File: src/rtl/ring_input_buffer_pkg.sv
// Shared ring-router types: direction codes, packet field positions and input-unit FSM states.
package ring_pkg;

  typedef enum logic [1:0] {
    DIR_LOCAL = 2'b00,
    DIR_EAST  = 2'b01,
    DIR_WEST  = 2'b10
  } dir_t;

  localparam int unsigned DEST_LSB            = 0;
  localparam int unsigned DEST_MSB            = 15;
  localparam int unsigned TS_LSB_BIT          = 32;
  localparam int unsigned PACKET_SIZE_DEFAULT = 49;

  typedef enum logic [1:0] {
    IDLE  = 2'b00,
    ROUTE = 2'b01,
    REQ   = 2'b10
  } fsm_t;

endpackage

File: src/rtl/ring_input_buffer_if.sv
// Link, route-compute and switch-allocator signals of one ring input unit.
interface ring_input_buffer_if
  import ring_pkg::*;
#(
  parameter int unsigned PACKET_SIZE = PACKET_SIZE_DEFAULT,
  parameter int unsigned DEPTH       = 4
);
  localparam int unsigned CW = $clog2(DEPTH + 1);

  logic                   in_valid;
  logic [PACKET_SIZE-1:0] in_data;
  logic                   in_ready;
  logic [PACKET_SIZE-1:0] head_data;
  logic                   route_update_en;
  logic [1:0]             out_dir;
  logic                   sa_req;
  logic [1:0]             sa_dir;
  logic                   sa_gnt;
  logic [CW-1:0]          occupancy;

  // Router side: drives the link, route result and grant.
  modport master (
    output in_valid, in_data, out_dir, sa_gnt,
    input  in_ready, head_data, route_update_en, sa_req, sa_dir, occupancy
  );

  // Input buffer side.
  modport slave (
    input  in_valid, in_data, out_dir, sa_gnt,
    output in_ready, head_data, route_update_en, sa_req, sa_dir, occupancy
  );

endinterface

File: src/rtl/ring_input_buffer_fifo_mem.sv
// Packet storage for the input unit: circular buffer with pointers, count and full/empty flags.
module ring_fifo_mem #(
  parameter int unsigned WIDTH = 49,
  parameter int unsigned DEPTH = 4
) (
  input  logic                         clk,
  input  logic                         rst_n,
  input  logic                         push,
  input  logic [WIDTH-1:0]             push_data,
  input  logic                         pop,
  output logic [WIDTH-1:0]             head,
  output logic                         full,
  output logic                         empty,
  output logic [$clog2(DEPTH+1)-1:0]   count
);
  localparam int unsigned PW = $clog2(DEPTH);
  localparam int unsigned CW = $clog2(DEPTH + 1);

  logic [WIDTH-1:0] mem [DEPTH];
  logic [PW-1:0]    wr_ptr_q, rd_ptr_q;
  logic [CW-1:0]    count_q;
  logic             push_ok, pop_ok;

  assign full    = (count_q == CW'(DEPTH));
  assign empty   = (count_q == '0);
  assign push_ok = push && !full;
  assign pop_ok  = pop && !empty;
  assign count   = count_q;
  // Gate to zero when empty so nothing stale is ever presented.
  assign head    = empty ? '0 : mem[rd_ptr_q];

  always_ff @(posedge clk or negedge rst_n) begin
    if (!rst_n) begin
      wr_ptr_q <= '0;
      rd_ptr_q <= '0;
      count_q  <= '0;
    end else begin
      if (push_ok) wr_ptr_q <= wr_ptr_q + PW'(1);
      if (pop_ok)  rd_ptr_q <= rd_ptr_q + PW'(1);
      if (push_ok && !pop_ok)      count_q <= count_q + CW'(1);
      else if (pop_ok && !push_ok) count_q <= count_q - CW'(1);
    end
  end

  always_ff @(posedge clk) begin
    if (push_ok) mem[wr_ptr_q] <= push_data;
  end

endmodule

File: src/rtl/ring_input_buffer.sv
// Ring router input unit: packet FIFO, one route-compute pulse per head, allocator request until grant.
module ring_input_buffer
  import ring_pkg::*;
#(
  parameter int unsigned PACKET_SIZE = PACKET_SIZE_DEFAULT,
  parameter int unsigned DEPTH       = 4
) (
  input logic               clk,
  input logic               rst_n,
  ring_input_buffer_if.slave bus
);
  localparam int unsigned CW = $clog2(DEPTH + 1);

  fsm_t          state_q;
  logic          route_en_q, sa_req_q, first_q;
  logic [1:0]    dir_q;
  logic          full, empty, push, pop;
  logic [CW-1:0] count, count_next;

  assign push = bus.in_valid && !full;
  assign pop  = (state_q == REQ) && bus.sa_gnt;

  ring_fifo_mem #(
    .WIDTH (PACKET_SIZE),
    .DEPTH (DEPTH)
  ) u_fifo (
    .clk       (clk),
    .rst_n     (rst_n),
    .push      (push),
    .push_data (bus.in_data),
    .pop       (pop),
    .head      (bus.head_data),
    .full      (full),
    .empty     (empty),
    .count     (count)
  );

  always_comb begin
    count_next = count;
    if (push && !pop)      count_next = count + CW'(1);
    else if (pop && !push) count_next = count - CW'(1);
  end

  always_ff @(posedge clk or negedge rst_n) begin
    if (!rst_n) begin
      state_q    <= IDLE;
      route_en_q <= 1'b0;
      sa_req_q   <= 1'b0;
      first_q    <= 1'b0;
      dir_q      <= 2'b00;
    end else begin
      unique case (state_q)
        IDLE: begin
          // Looking at the incoming push lets a fresh packet reach ROUTE the very next cycle.
          if (!empty || push) begin
            state_q    <= ROUTE;
            route_en_q <= 1'b1;
          end
        end
        ROUTE: begin
          state_q    <= REQ;
          route_en_q <= 1'b0;
          sa_req_q   <= 1'b1;
          first_q    <= 1'b1;
        end
        REQ: begin
          first_q <= 1'b0;
          if (first_q) dir_q <= bus.out_dir;
          if (bus.sa_gnt) begin
            sa_req_q <= 1'b0;
            if (count_next != '0) begin
              state_q    <= ROUTE;
              route_en_q <= 1'b1;
            end else begin
              state_q <= IDLE;
            end
          end
        end
        default: begin
          state_q    <= IDLE;
          route_en_q <= 1'b0;
          sa_req_q   <= 1'b0;
        end
      endcase
    end
  end

  // The route result lands at the start of the first REQ cycle, so forward it until held in dir_q.
  always_comb begin
    bus.sa_dir = 2'b00;
    if (sa_req_q) bus.sa_dir = first_q ? bus.out_dir : dir_q;
  end

  assign bus.in_ready        = !full;
  assign bus.route_update_en = route_en_q;
  assign bus.sa_req          = sa_req_q;
  assign bus.occupancy       = count;

endmodule

File: src/flat_wrapper.sv
// flat-port wrapper written by rule: the top's interface ports become plain ports
module ring_input_buffer_flat import ring_pkg::*;
#(
  parameter int unsigned PACKET_SIZE = PACKET_SIZE_DEFAULT,
  parameter int unsigned DEPTH       = 4
)
  (clk, rst_n, bus_in_valid, bus_in_data, bus_out_dir, bus_sa_gnt, bus_in_ready, bus_head_data, bus_route_update_en, bus_sa_req, bus_sa_dir, bus_occupancy);
  ring_input_buffer_if #(.PACKET_SIZE(PACKET_SIZE), .DEPTH(DEPTH)) bus_i ();
  input logic clk;
  input logic rst_n;
  input wire logic [$bits(bus_i.in_valid)-1:0] bus_in_valid;
  input wire logic [$bits(bus_i.in_data)-1:0] bus_in_data;
  input wire logic [$bits(bus_i.out_dir)-1:0] bus_out_dir;
  input wire logic [$bits(bus_i.sa_gnt)-1:0] bus_sa_gnt;
  output wire logic [$bits(bus_i.in_ready)-1:0] bus_in_ready;
  output wire logic [$bits(bus_i.head_data)-1:0] bus_head_data;
  output wire logic [$bits(bus_i.route_update_en)-1:0] bus_route_update_en;
  output wire logic [$bits(bus_i.sa_req)-1:0] bus_sa_req;
  output wire logic [$bits(bus_i.sa_dir)-1:0] bus_sa_dir;
  output wire logic [$bits(bus_i.occupancy)-1:0] bus_occupancy;
  assign bus_i.in_valid = bus_in_valid;
  assign bus_i.in_data = bus_in_data;
  assign bus_i.out_dir = bus_out_dir;
  assign bus_i.sa_gnt = bus_sa_gnt;
  assign bus_in_ready = bus_i.in_ready;
  assign bus_head_data = bus_i.head_data;
  assign bus_route_update_en = bus_i.route_update_en;
  assign bus_sa_req = bus_i.sa_req;
  assign bus_sa_dir = bus_i.sa_dir;
  assign bus_occupancy = bus_i.occupancy;
  ring_input_buffer #(.PACKET_SIZE(PACKET_SIZE), .DEPTH(DEPTH)) u_core (.clk(clk), .rst_n(rst_n), .bus(bus_i));
endmodule
File: config.mk
export PLATFORM = sky130hd
export DESIGN_NAME = ring_input_buffer_flat
export DESIGN_NICKNAME = d
export VERILOG_FILES = /design/src/rtl/ring_input_buffer_pkg.sv /design/src/rtl/ring_input_buffer_if.sv /design/src/rtl/ring_input_buffer_fifo_mem.sv /design/src/rtl/ring_input_buffer.sv /design/src/flat_wrapper.sv
export SDC_FILE = /design/constraint.sdc
export NUM_CORES = 1
export LEC_CHECK = 0
export CORE_ASPECT_RATIO = 0.5
export CORE_UTILIZATION = 55
export CTS_CLUSTER_SIZE = 25
export DETAILED_ROUTE_END_ITERATION = 6
export GPL_TIMING_DRIVEN = 0
export PLACE_DENSITY = 0.8
export SYNTH_ARGS = -nofsm -noshare
export SYNTH_HDL_FRONTEND = slang
export SYNTH_SLANG_ARGS = --single-unit
File: constraint.sdc
create_clock -name clk -period 3.6 [get_ports clk]
set_clock_uncertainty 0.2 [all_clocks]
set_input_delay 0.72 -clock clk [delete_from_list [all_inputs] [get_ports clk]]
set_output_delay 0.72 -clock clk [all_outputs]
set_load 0.02 [all_outputs]
======== Word-level counts from Yosys, hierarchy flattened ========
Memories as Yosys holds them, arrays and structs flattened.
Cells that the tools add are included.
operators by class
  bitwise operators ....................... 1
  reduce and logical (&&, ||, !) cells .... 23
  $add $sub $neg .......................... 4
  equal/unequal tests ..................... 6
  muxes and demuxes ....................... 20
operators with widths
  operator                                                                  number
  49-bit two-way mux                                                        1
  3-bit two-way mux                                                         4
  1-bit logical AND                                                         8
  2-bit two-way mux                                                         4
  1-bit two-way mux                                                         7
  1-bit logical NOT                                                         6
  2-bit one-hot mux with 3 select lines                                     1
  2-bit by 1-bit adder with 2-bit output (second input constant)            2
  2-bit inequality test (second input constant)                             2
  1-bit one-hot mux with 2 select lines                                     2
  2-bit AND reduction                                                       2
  2-bit nonzero test                                                        2
  3-bit by 1-bit adder with 3-bit output (second input constant)            1
  3-bit == test (second input constant)                                     1
  3-bit logical NOT                                                         1
  1-bit one-hot mux with 3 select lines                                     1
  3-bit AND reduction                                                       1
  3-bit nonzero test                                                        1
  3-bit by 1-bit subtractor with 3-bit output (second input constant)       1
  2-bit by 1-bit == test with 1-bit output (second input constant)          1
  2-bit == test (second input constant)                                     1
  2-bit logical NOT                                                         1
  2-bit by 1-bit inequality test with 1-bit output (second input constant)  1
  1-bit logical OR                                                          1
  1-bit NOT                                                                 1
storage, ports and cells
  memory bits (writable) .................. 196
  memories kept ........................... 1
  register bits ........................... 14
  input bits .............................. 55
  output and inout bits ................... 57
memories
  name               depth  width  read ports  clocked after memory_dff  wr ports  line                              RTL
  u_core.u_fifo.mem  4      49     1           0                         1         ring_input_buffer_fifo_mem.sv:19  logic [WIDTH-1:0] mem [DEPTH];

======== Longest topological paths before layout ========
Gate-level depths: netlist (run 1).
  depth after elaboration ................. 11
  gate-level depth with buffers ........... 10
  gate-level depth less buffers ........... 9

======== By module ========
Synthesis (run 1) repeated with hierarchy kept, for this count alone.
second synthesis, totals
  cell total of the unflattened synthesis .. 403
  area total of the unflattened synthesis .. 8383.0 µm²
by module, submodules not included
  module             area each (µm²)  seq. area each (µm²)  times used  cells each
  ring_fifo_mem      7872.6           6060.8                1           348
  ring_input_buffer  510.5            175.2                 1           55

======== Worst setup path after synthesis (run 1) ========
OpenSTA, ideal clock, no wires.
  kind .................................... flip-flop to flip-flop
  start point ............................. register u_core.u_fifo.count_q[0] (netlist: u_core.u_fifo.count[0])
  end point ............................... memory u_core.u_fifo.mem[0][0] (enable)
  slack ................................... 0.601 ns
  setup time .............................. 0.412 ns
  arrival ................................. 2.387 ns
  cell stages (with the launch flop) ...... 5
  required time ........................... 2.988 ns
  path buffers ............................ 0
  path through ............................ dfrtp_1 > inv_1 > ha_1 > a21boi_2 > and2_1
between the ends
  cells in the longest elaborated chain, start to end .. 6
RTL lines
  element                                      line                                                       RTL
  start, declared                              ring_input_buffer_fifo_mem.sv:21                           logic [CW-1:0] count_q;
  start signal, assigned                       ring_input_buffer_fifo_mem.sv:40                           if (push_ok && !pop_ok) count_q <= count_q + CW'(1);
  start signal, assigned                       ring_input_buffer_fifo_mem.sv:41                           else if (pop_ok && !push_ok) count_q <= count_q - CW'(1);
  3-bit == test (*)                            ring_input_buffer_fifo_mem.sv:24                           assign full = (count_q == CW'(DEPTH));
  1-bit logical NOT (*)                        ring_input_buffer_fifo_mem.sv:26, ring_input_buffer.sv:20
  1-bit logical AND                            ring_input_buffer.sv:20                                    assign push = bus.in_valid && !full;
  1-bit logical AND (*)                        ring_input_buffer_fifo_mem.sv:26                           assign push_ok = push && !full;
  via u_core.u_fifo.push_ok                    ring_input_buffer_fifo_mem.sv:22                           logic push_ok, pop_ok;
  1-bit two-way mux (*)                        ring_input_buffer_fifo_mem.sv:46                           if (push_ok) mem[wr_ptr_q] <= push_data;
  1-bit two-way mux (not written as such) (*)  ring_input_buffer_fifo_mem.sv:46
  end, declared                                ring_input_buffer_fifo_mem.sv:19
Mark *: on every way through the listed nets, which the timed path passes. The rest lies on a longest branch.

======== Worst setup path after layout (run 1) ========
  start point ............................. register u_core.u_fifo.count_q[0] (netlist: u_core.u_fifo.count[0])
  end point ............................... output port bus_head_data[13]
between the ends
  cells in the longest elaborated chain, start to end .. 2
RTL lines
  element             line                              RTL
  3-bit logical NOT   ring_input_buffer_fifo_mem.sv:25  assign empty = (count_q == '0);
  49-bit two-way mux  ring_input_buffer_fifo_mem.sv:30  assign head = empty ? '0 : mem[rd_ptr_q];
  end, declared       flat_wrapper.sv:16                output wire logic [$bits(bus_i.head_data)-1:0] bus_head_data;
No other way between the ends.

==> run_summary.xml, run 1 <==
<?xml version="1.0" encoding="UTF-8"?>
<metrics>
  <group name="synthesis">
    <metric name="avgSynthCellArea" unit="µm²">20.8</metric>
    <metric name="synth_sequential_area_ratio" unit="%">75.0</metric>
    <metric name="synth.ff_latch_count" unit="">210</metric>
    <metric name="yosysWarningCount" unit="">0</metric>
    <metric name="synth_cells" unit="">399</metric>
    <metric name="synthesis.nets" unit="">466</metric>
    <metric name="synth_top_flop_cell" unit="">sky130_fd_sc_hd__edfxtp_1</metric>
    <metric name="synth_enable_flop_cells" unit="">196</metric>
    <metric name="syn_area" unit="µm²">8320</metric>
    <metric name="unique_masters_post_synth" unit="">28</metric>
    <metric name="async_set_reset_flop_share_out_of_synthesis" unit="%">6.67</metric>
  </group>
  <group name="finish">
    <metric name="fraction_of_layout_instances_using_a_drive_strength_above_1" unit="%">19.1</metric>
    <metric name="area_occupied_by_multi_input_gates" unit="µm²">1920</metric>
    <metric name="instances_no_fill" unit="">743</metric>
    <metric name="num-nets-final" unit="">602</metric>
    <metric name="regArea" unit="µm²">6240</metric>
    <metric name="antenna-diode-count" unit="">0</metric>
    <metric name="flow.area_growth_from_synthesis" unit="%">24.5</metric>
    <metric name="fillerInstances" unit="">923</metric>
  </group>
  <group name="die">
    <metric name="boundaryPins" unit="">112</metric>
    <metric name="core_region_area" unit="µm²">14600</metric>
    <metric name="fp-row-count" unit="">31</metric>
    <metric name="die_width" unit="µm">176</metric>
    <metric name="die_h" unit="µm">88.9</metric>
    <metric name="floorplan.initialDensity" unit="%">56.9</metric>
    <metric name="die_area" unit="µm²">15600</metric>
  </group>
  <group name="placement">
    <metric name="placement.io_buffers" unit="">111</metric>
    <metric name="gp_routability_congestion" unit="">0.702</metric>
    <metric name="dp_hpwl" unit="mm">9.29</metric>
    <metric name="numPlacedInstances" unit="">712</metric>
  </group>
  <group name="grt">
    <metric name="grt_usage" unit="%">19.6</metric>
    <metric name="grt_most_used_layer" unit="">met2</metric>
    <metric name="grt_pass1_vias" unit="">4145</metric>
    <metric name="global_route.usage.met2" unit="%">32.2</metric>
    <metric name="grt_pass1_wl" unit="mm">22.7</metric>
    <metric name="grt_overflow_total" unit="">0</metric>
    <metric name="grt_start_max_net_pins" unit="">32</metric>
    <metric name="antenna_found_initial" unit="">0</metric>
    <metric name="grt_use_met1" unit="%">27.8</metric>
    <metric name="gr-usage-met3" unit="%">4.55</metric>
  </group>
  <group name="routing">
    <metric name="drt_pass1_iterations" unit="">4</metric>
    <metric name="route.detailed.vias_per_inst" unit="">5.38</metric>
    <metric name="route.detailed.wl_per_inst" unit="µm">20.0</metric>
    <metric name="detail-route-antenna-nets" unit="">0</metric>
    <metric name="routed-via-count" unit="">3994</metric>
    <metric name="detailedRoute.firstIterationViolations" unit="">313</metric>
    <metric name="route.detailed.drc" unit="">0</metric>
    <metric name="detail_route.wirelength" unit="mm">14.8</metric>
  </group>
  <group name="power_and_ir_drop">
    <metric name="power_density" unit="nW/µm²">880</metric>
    <metric name="max-vdd-ir-drop" unit="V">0.000449</metric>
    <metric name="power_leakage" unit="nW">3.52</metric>
  </group>
  <group name="worst_setup_path">
    <metric name="flop_to_flop_setup_slack" unit="ns">0.88</metric>
    <metric name="cp_data_arrival_time" unit="ns">2.56</metric>
    <metric name="end_kind" unit="">output pin</metric>
    <metric name="critical_path.startpoint_type" unit="">register</metric>
    <metric name="critical_path.max_fanout" unit="">10</metric>
    <metric name="timing_worst_setup_path_type" unit="">register to output pin</metric>
    <metric name="crit_required" unit="ns">2.68</metric>
  </group>
  <group name="cts">
    <metric name="clock_latency" unit="ns">0.47</metric>
    <metric name="tritoncts_sink_count" unit="">210</metric>
    <metric name="post-cts-setup-buffer-count" unit="">0</metric>
    <metric name="post_cts_hold_buffer_count" unit="">0</metric>
    <metric name="cts_made_buffers" unit="">19</metric>
    <metric name="clock_path_buffers" unit="">3</metric>
    <metric name="cts_tree" unit="">yes</metric>
    <metric name="cts.root.buffer_cell" unit="">sky130_fd_sc_hd__clkbuf_16</metric>
    <metric name="clkSlewWorstSetupHoldPaths" unit="ns">0.07</metric>
    <metric name="cts.htree.levels" unit="">1</metric>
  </group>
  <group name="sta">
    <metric name="grt_setup_unrepaired" unit="">no</metric>
    <metric name="worst_slew_pin_slew" unit="ns">0.672</metric>
    <metric name="maxClockFrequency" unit="GHz">0.287</metric>
    <metric name="fin_crit_sh" unit="%">96.8</metric>
    <metric name="timing.slew.headroom" unit="%">55.0</metric>
    <metric name="layout_min_cycle_time" unit="ns">3.48</metric>
    <metric name="totalNegativeSetupSlack" unit="ns">0</metric>
    <metric name="slew_viol_final" unit="">0</metric>
    <metric name="finalSetupViolations" unit="">0</metric>
    <metric name="finalHoldViolations" unit="">0</metric>
  </group>
  <group name="run_status">
    <metric name="status" unit="">completed</metric>
  </group>
  <group name="min_path">
    <metric name="hold_path.class" unit="">register to register</metric>
  </group>
  <group name="flow_run">
    <metric name="drv_cap" unit="">0</metric>
  </group>
</metrics>
==> placed cells by master (no fill, tap or decap), types with 4 or more instances in the layout <==
cell	count
sky130_fd_sc_hd__buf_6	7
sky130_fd_sc_hd__buf_12	4
sky130_fd_sc_hd__mux4_2	49
sky130_fd_sc_hd__clkbuf_16	19
sky130_fd_sc_hd__inv_1	9
sky130_fd_sc_hd__buf_2	6
sky130_fd_sc_hd__and2_2	4
sky130_fd_sc_hd__nand2_1	7
sky130_fd_sc_hd__clkdlybuf4s50_1	110
sky130_fd_sc_hd__clkbuf_2	5
sky130_fd_sc_hd__o21ai_0	4
sky130_fd_sc_hd__edfxtp_1	196
sky130_fd_sc_hd__dfrtp_1	14
sky130_fd_sc_hd__nor2_1	4
sky130_fd_sc_hd__nor2b_1	53
sky130_fd_sc_hd__clkbuf_1	5
sky130_fd_sc_hd__mux2i_1	4
sky130_fd_sc_hd__xnor2_1	5
sky130_fd_sc_hd__ha_1	12
==> cell type report <==
| type | instances | share of cell area [%] |
|---|---|---|
| clock inverter | 8 | 0.871 |
| timing repair buffer | 115 | 11.5 |
| clock buffer | 23 | 4.74 |
| multi-input combinational | 161 | 18.5 |
| tap | 198 | 2.39 |
| inverter | 9 | 0.326 |
| buffer | 19 | 1.33 |
| sequential | 210 | 60.3 |
==> power breakdown <==
group / leakage, nW / internal [mW] / switching, mW
logic: 1.27 / 1.88 / 1.91
registers: 1.96 / 3.23 / 0.145
clock network: 0.284 / 1.11 / 0.825
==> registers in the layout, summed over array words and instances (netlist names) <==
signal and cells:
u_core.u_fifo.mem 196, u_core.bus.route_update_en 1, u_core.u_fifo.count 3, u_core.bus.sa_req 1, u_core.state_q 2, u_core.u_fifo.rd_ptr_q 2
u_core.u_fifo.wr_ptr_q 2, u_core.dir_q 2, u_core.first_q 1
==> kinds of logic (layout without fill, tap and decap cells) <==
logic type	count (synthesis)	after routing	share of synthesized area [%]
multiplexers	56	56	14.2
buffers and inverters	28	174	1.99
XOR/XNOR	8	8	0.843
AO/OA/AOI/OAI	11	11	0.843
AND/OR/NAND/NOR	74	74	5.37
flip-flops	210	210	75.0
adder cells (fa/ha/maj)	12	12	1.81
==> critical path, cell delays in order (launching register included) <==
cell and delay [ns]:
sky130_fd_sc_hd__dfrtp_1 0.49, sky130_fd_sc_hd__inv_1 0.10, sky130_fd_sc_hd__ha_1 0.25, sky130_fd_sc_hd__nor2b_4 0.18
sky130_fd_sc_hd__clkbuf_2 0.22, sky130_fd_sc_hd__nor2b_1 0.21, sky130_fd_sc_hd__clkdlybuf4s50_1 0.63
==> final timing paths <==
check                                              startpoint                               endpoint  cells after the start
min in group asynchronous                               rst_n     u_core.u_fifo.count[2]$_DFFE_PN0P_                      1
max reg2reg                u_core.u_fifo.count[0]$_DFFE_PN0P_     u_core.u_fifo.mem[3][12]$_DFFE_PP_                      5
min reg2reg                       u_core.dir_q[1]$_DFFE_PN0N_            u_core.dir_q[1]$_DFFE_PN0N_                      1
max in group asynchronous                               rst_n  u_core.u_fifo.wr_ptr_q[0]$_DFFE_PN0P_                      1
min                               u_core.dir_q[1]$_DFFE_PN0N_            u_core.dir_q[1]$_DFFE_PN0N_                      1
max                        u_core.u_fifo.count[0]$_DFFE_PN0P_                      bus_head_data[13]                      6
==> synthesized netlist by cell type (3+ instances only) <==
cell type | count | area, µm²
sky130_fd_sc_hd__clkbuf_1 | 6 | 22.5
sky130_fd_sc_hd__buf_2 | 6 | 30.0
sky130_fd_sc_hd__xnor2_1 | 5 | 43.8
sky130_fd_sc_hd__o21ai_0 | 4 | 20.0
sky130_fd_sc_hd__a31oi_1 | 3 | 18.8
sky130_fd_sc_hd__buf_6 | 7 | 78.8
sky130_fd_sc_hd__inv_1 | 9 | 33.8
sky130_fd_sc_hd__dfrtp_1 | 14 | 350
sky130_fd_sc_hd__nand2_1 | 7 | 26.3
sky130_fd_sc_hd__nor2_1 | 4 | 15.0
sky130_fd_sc_hd__nor2b_1 | 53 | 332
sky130_fd_sc_hd__mux2_2 | 3 | 33.8
sky130_fd_sc_hd__edfxtp_1 | 196 | 5890
sky130_fd_sc_hd__mux2i_1 | 4 | 40.0
sky130_fd_sc_hd__mux4_2 | 49 | 1100
sky130_fd_sc_hd__and2_1 | 4 | 25.0
sky130_fd_sc_hd__ha_1 | 12 | 150
sky130_fd_sc_hd__xor2_1 | 3 | 26.3
==> routing by layer <==
metal	part of all wire (%)	routed length, µm
met5	0	0
met4	1.3	186
met3	4.1	613
met2	48	7170
met1	46	6870
==> stage by stage <==
step                      cell area [µm²]  utilization [%]  hold slack [ns]  power, mW  setup slack, ns
after detailed placement             9760             66.7            0.297       7.26            0.403
after global placement               9670             66.2            0.289       7.16           -0.742
after CTS                           10300             70.8            0.309       9.20           0.0893
after global routing                10300             70.8            0.326       9.54          0.00957
final                               10300             70.8            0.306       9.10            0.116
after floorplan                      8320                -            0.224       5.75            0.601
==> repair_timing <==
| item | in CTS | in global routing |
|---|---|---|
| pin swaps | 0 | 0 |
| gates resized for setup | 5 | 1 |
| setup endpoints to repair | 45 | 1 |
Power figures use the tool's default switching activity.
==> run 2: changes to the inputs <==
CORE_ASPECT_RATIO = default   (was 0.5)
==> run_summary.xml, run 2 (synthesis gave the netlist of run 1 again) <==
<?xml version="1.0" encoding="UTF-8"?>
<metrics>
  <group name="routing">
    <metric name="detail_route.wirelength" unit="mm">15.1</metric>
    <metric name="detailedRoute.firstIterationViolations" unit="">315</metric>
    <metric name="detail-route-antenna-nets" unit="">0</metric>
    <metric name="drt_pass1_iterations" unit="">6</metric>
    <metric name="route.detailed.wl_per_inst" unit="µm">20.5</metric>
    <metric name="route.detailed.drc" unit="">17</metric>
    <metric name="routed-via-count" unit="">4122</metric>
    <metric name="route.detailed.vias_per_inst" unit="">5.59</metric>
  </group>
  <group name="finish">
    <metric name="layout_common_cells" unit="">sky130_fd_sc_hd__edfxtp_1, sky130_fd_sc_hd__clkdlybuf4s50_1, sky130_fd_sc_hd__nor2b_1</metric>
    <metric name="layout_commonest_cell" unit="">sky130_fd_sc_hd__edfxtp_1</metric>
    <metric name="instances_no_fill" unit="">737</metric>
    <metric name="flow.area_growth_from_synthesis" unit="%">25.5</metric>
    <metric name="final_core_utilization" unit="%">71.3</metric>
    <metric name="num-nets-final" unit="">605</metric>
    <metric name="largest_register_ffs" unit="">196</metric>
    <metric name="antenna-diode-count" unit="">0</metric>
    <metric name="design_area" unit="µm²">10400</metric>
    <metric name="fillerInstances" unit="">892</metric>
    <metric name="area_occupied_by_multi_input_gates" unit="µm²">1920</metric>
    <metric name="regArea" unit="µm²">6240</metric>
    <metric name="fraction_of_layout_instances_using_a_drive_strength_above_1" unit="%">19.7</metric>
    <metric name="top_reg_by_flops" unit="">u_core.u_fifo.mem</metric>
  </group>
  <group name="worst_setup_path">
    <metric name="cp_data_arrival_time" unit="ns">2.58</metric>
    <metric name="flop_to_flop_setup_slack" unit="ns">0.81</metric>
    <metric name="crit_required" unit="ns">2.68</metric>
    <metric name="end_kind" unit="">output pin</metric>
    <metric name="worst_r2r_endpoint" unit="">u_core.u_fifo.mem[1][22]$_DFFE_PP_</metric>
    <metric name="timing_worst_setup_path_type" unit="">register to output pin</metric>
    <metric name="critical_path.startpoint_type" unit="">register</metric>
    <metric name="critical_path.max_fanout" unit="">10</metric>
    <metric name="worstRegToRegCells" unit="">5</metric>
    <metric name="crit-reg2reg-launch" unit="">u_core.u_fifo.count[0]$_DFFE_PN0P_</metric>
  </group>
  <group name="grt">
    <metric name="grt_usage" unit="%">20.2</metric>
    <metric name="grt_pass1_vias" unit="">4406</metric>
    <metric name="grt_start_max_net_pins" unit="">31</metric>
    <metric name="grt_overflow_total" unit="">0</metric>
    <metric name="grt_pass1_wl" unit="mm">24.0</metric>
    <metric name="antenna_found_initial" unit="">0</metric>
  </group>
  <group name="power_and_ir_drop">
    <metric name="power_leakage" unit="nW">3.59</metric>
    <metric name="power_density" unit="nW/µm²">890</metric>
    <metric name="sw_frac_of_total" unit="%">31.6</metric>
    <metric name="p_comb_share" unit="%">40.9</metric>
    <metric name="report.power.total" unit="mW">9.29</metric>
    <metric name="power.switching" unit="mW">2.93</metric>
    <metric name="max-vdd-ir-drop" unit="V">0.000499</metric>
    <metric name="share_clk_of_total_power" unit="%">22.7</metric>
    <metric name="seq_power_share" unit="%">36.4</metric>
    <metric name="intPower" unit="mW">6.36</metric>
  </group>
  <group name="placement">
    <metric name="numPlacedInstances" unit="">698</metric>
    <metric name="placement.cell_area" unit="µm²">9740</metric>
    <metric name="dp_hpwl" unit="mm">9.65</metric>
    <metric name="placement.io_buffers" unit="">111</metric>
    <metric name="gp_routability_congestion" unit="">0.758</metric>
  </group>
  <group name="min_path">
    <metric name="hold-path-cell-count" unit="">1</metric>
    <metric name="hold_path_startpoint" unit="">u_core.dir_q[0]$_DFFE_PN0N_</metric>
    <metric name="whs_endpoint" unit="">u_core.dir_q[0]$_DFFE_PN0N_</metric>
    <metric name="hold_path.class" unit="">register to register</metric>
  </group>
  <group name="sta">
    <metric name="worst_slew_pin_slew" unit="ns">0.736</metric>
    <metric name="totalNegativeSetupSlack" unit="ns">0</metric>
    <metric name="layout_min_cycle_time" unit="ns">3.50</metric>
    <metric name="maxClockFrequency" unit="GHz">0.286</metric>
    <metric name="finalSetupViolations" unit="">0</metric>
    <metric name="grt_setup_unrepaired" unit="">no</metric>
    <metric name="timing.slew.headroom" unit="%">50.9</metric>
    <metric name="slew_viol_final" unit="">0</metric>
    <metric name="finalHoldViolations" unit="">0</metric>
    <metric name="fin_crit_sh" unit="%">97.1</metric>
  </group>
  <group name="die">
    <metric name="fp-row-count" unit="">44</metric>
    <metric name="die_width" unit="µm">125</metric>
    <metric name="boundaryPins" unit="">112</metric>
    <metric name="die_area" unit="µm²">15600</metric>
    <metric name="floorplan.initialDensity" unit="%">56.8</metric>
    <metric name="die_h" unit="µm">125</metric>
    <metric name="core_region_area" unit="µm²">14600</metric>
  </group>
  <group name="cts">
    <metric name="clkSlewWorstSetupHoldPaths" unit="ns">0.06</metric>
    <metric name="clock_latency" unit="ns">0.48</metric>
    <metric name="tritoncts_sink_count" unit="">210</metric>
    <metric name="cts.htree.levels" unit="">1</metric>
    <metric name="cts.root.buffer_cell" unit="">sky130_fd_sc_hd__clkbuf_16</metric>
    <metric name="cts_tree" unit="">yes</metric>
    <metric name="cts_made_buffers" unit="">22</metric>
    <metric name="clock_path_buffers" unit="">3</metric>
    <metric name="post_cts_hold_buffer_count" unit="">0</metric>
    <metric name="post-cts-setup-buffer-count" unit="">0</metric>
    <metric name="post_cts_resize_count" unit="">5</metric>
  </group>
  <group name="run_status">
    <metric name="status" unit="">finished, violations left</metric>
    <metric name="failing_checks" unit="">DRC</metric>
  </group>
  <group name="flow_run">
    <metric name="drv_cap" unit="">0</metric>
  </group>
</metrics>
[run 2: cell count changes in the layout (fill, tap and decap cells not counted), sizes merged]
cell,delta
bufinv,-1
dlymetal6s2s,+2
clkbuf,+5
clkdlybuf4s50,-2
clkinv,+4
[run 2: worst max-delay path by stage]
stage          slack [ns]                            endpoint  depth (start not counted)                          startpoint
6_report             0.10                    bus_head_data[9]                          6  u_core.u_fifo.count[0]$_DFFE_PN0P_
5_1_grt              0.02                   bus_head_data[42]                          6  u_core.u_fifo.count[0]$_DFFE_PN0P_
3_5_place_dp         0.42                   bus_head_data[42]                          6  u_core.u_fifo.count[0]$_DFFE_PN0P_
3_3_place_gp        -0.76  u_core.u_fifo.mem[1][28]$_DFFE_PP_                          3                        bus_in_valid
2_1_floorplan        0.60   u_core.u_fifo.mem[0][0]$_DFFE_PP_                          4  u_core.u_fifo.count[0]$_DFFE_PN0P_
4_1_cts              0.06                    bus_head_data[2]                          6  u_core.u_fifo.count[0]$_DFFE_PN0P_
[run 2: final cells by class]
| class | instances | share of cell area [%] |
|---|---|---|
| plain buffers | 19 | 1.32 |
| clock buffers | 28 | 5.79 |
| clock inverters | 11 | 0.731 |
| inverters | 9 | 0.324 |
| multi-input cells | 161 | 18.4 |
| flip-flops and latches | 210 | 59.8 |
| well taps | 184 | 2.21 |
| repair buffers | 115 | 11.5 |
[run 2: routing by layer]
layer	track usage (%)	routed length, µm
met1	28.0	6230
met2	34.0	7770
met3	3.34	894
met4	4.73	223
met5	0	0
[run 2: critical path, cell delays in order (launching register included)]
cell                              delay, ns
sky130_fd_sc_hd__dfrtp_1               0.48
sky130_fd_sc_hd__inv_1                 0.13
sky130_fd_sc_hd__ha_1                  0.25
sky130_fd_sc_hd__nor2b_4               0.17
sky130_fd_sc_hd__clkbuf_2              0.21
sky130_fd_sc_hd__nor2b_1               0.21
sky130_fd_sc_hd__clkdlybuf4s50_1       0.63
[run 2: power by group through the flow]
| stage | clock network [mW] | registers (mW) | logic [mW] |
|---|---|---|---|
| 6_report | 2.11 | 3.38 | 3.80 |
| 5_1_grt | 2.24 | 3.43 | 4.04 |
| 4_1_cts | 2.15 | 3.39 | 3.87 |
| 3_5_place_dp | 0 | 3.44 | 3.83 |
| 3_3_place_gp | 0 | 3.44 | 3.72 |
| 2_1_floorplan | 0 | 3.43 | 2.31 |
[run 2: metrics by stage]
step | setup slack [ns] | hold slack (ns)
floorplan | 0.601 | 0.224
global placement | -0.756 | 0.289
detailed placement | 0.417 | 0.300
CTS | 0.0595 | 0.314
global route | 0.0157 | 0.338
finish | 0.103 | 0.311
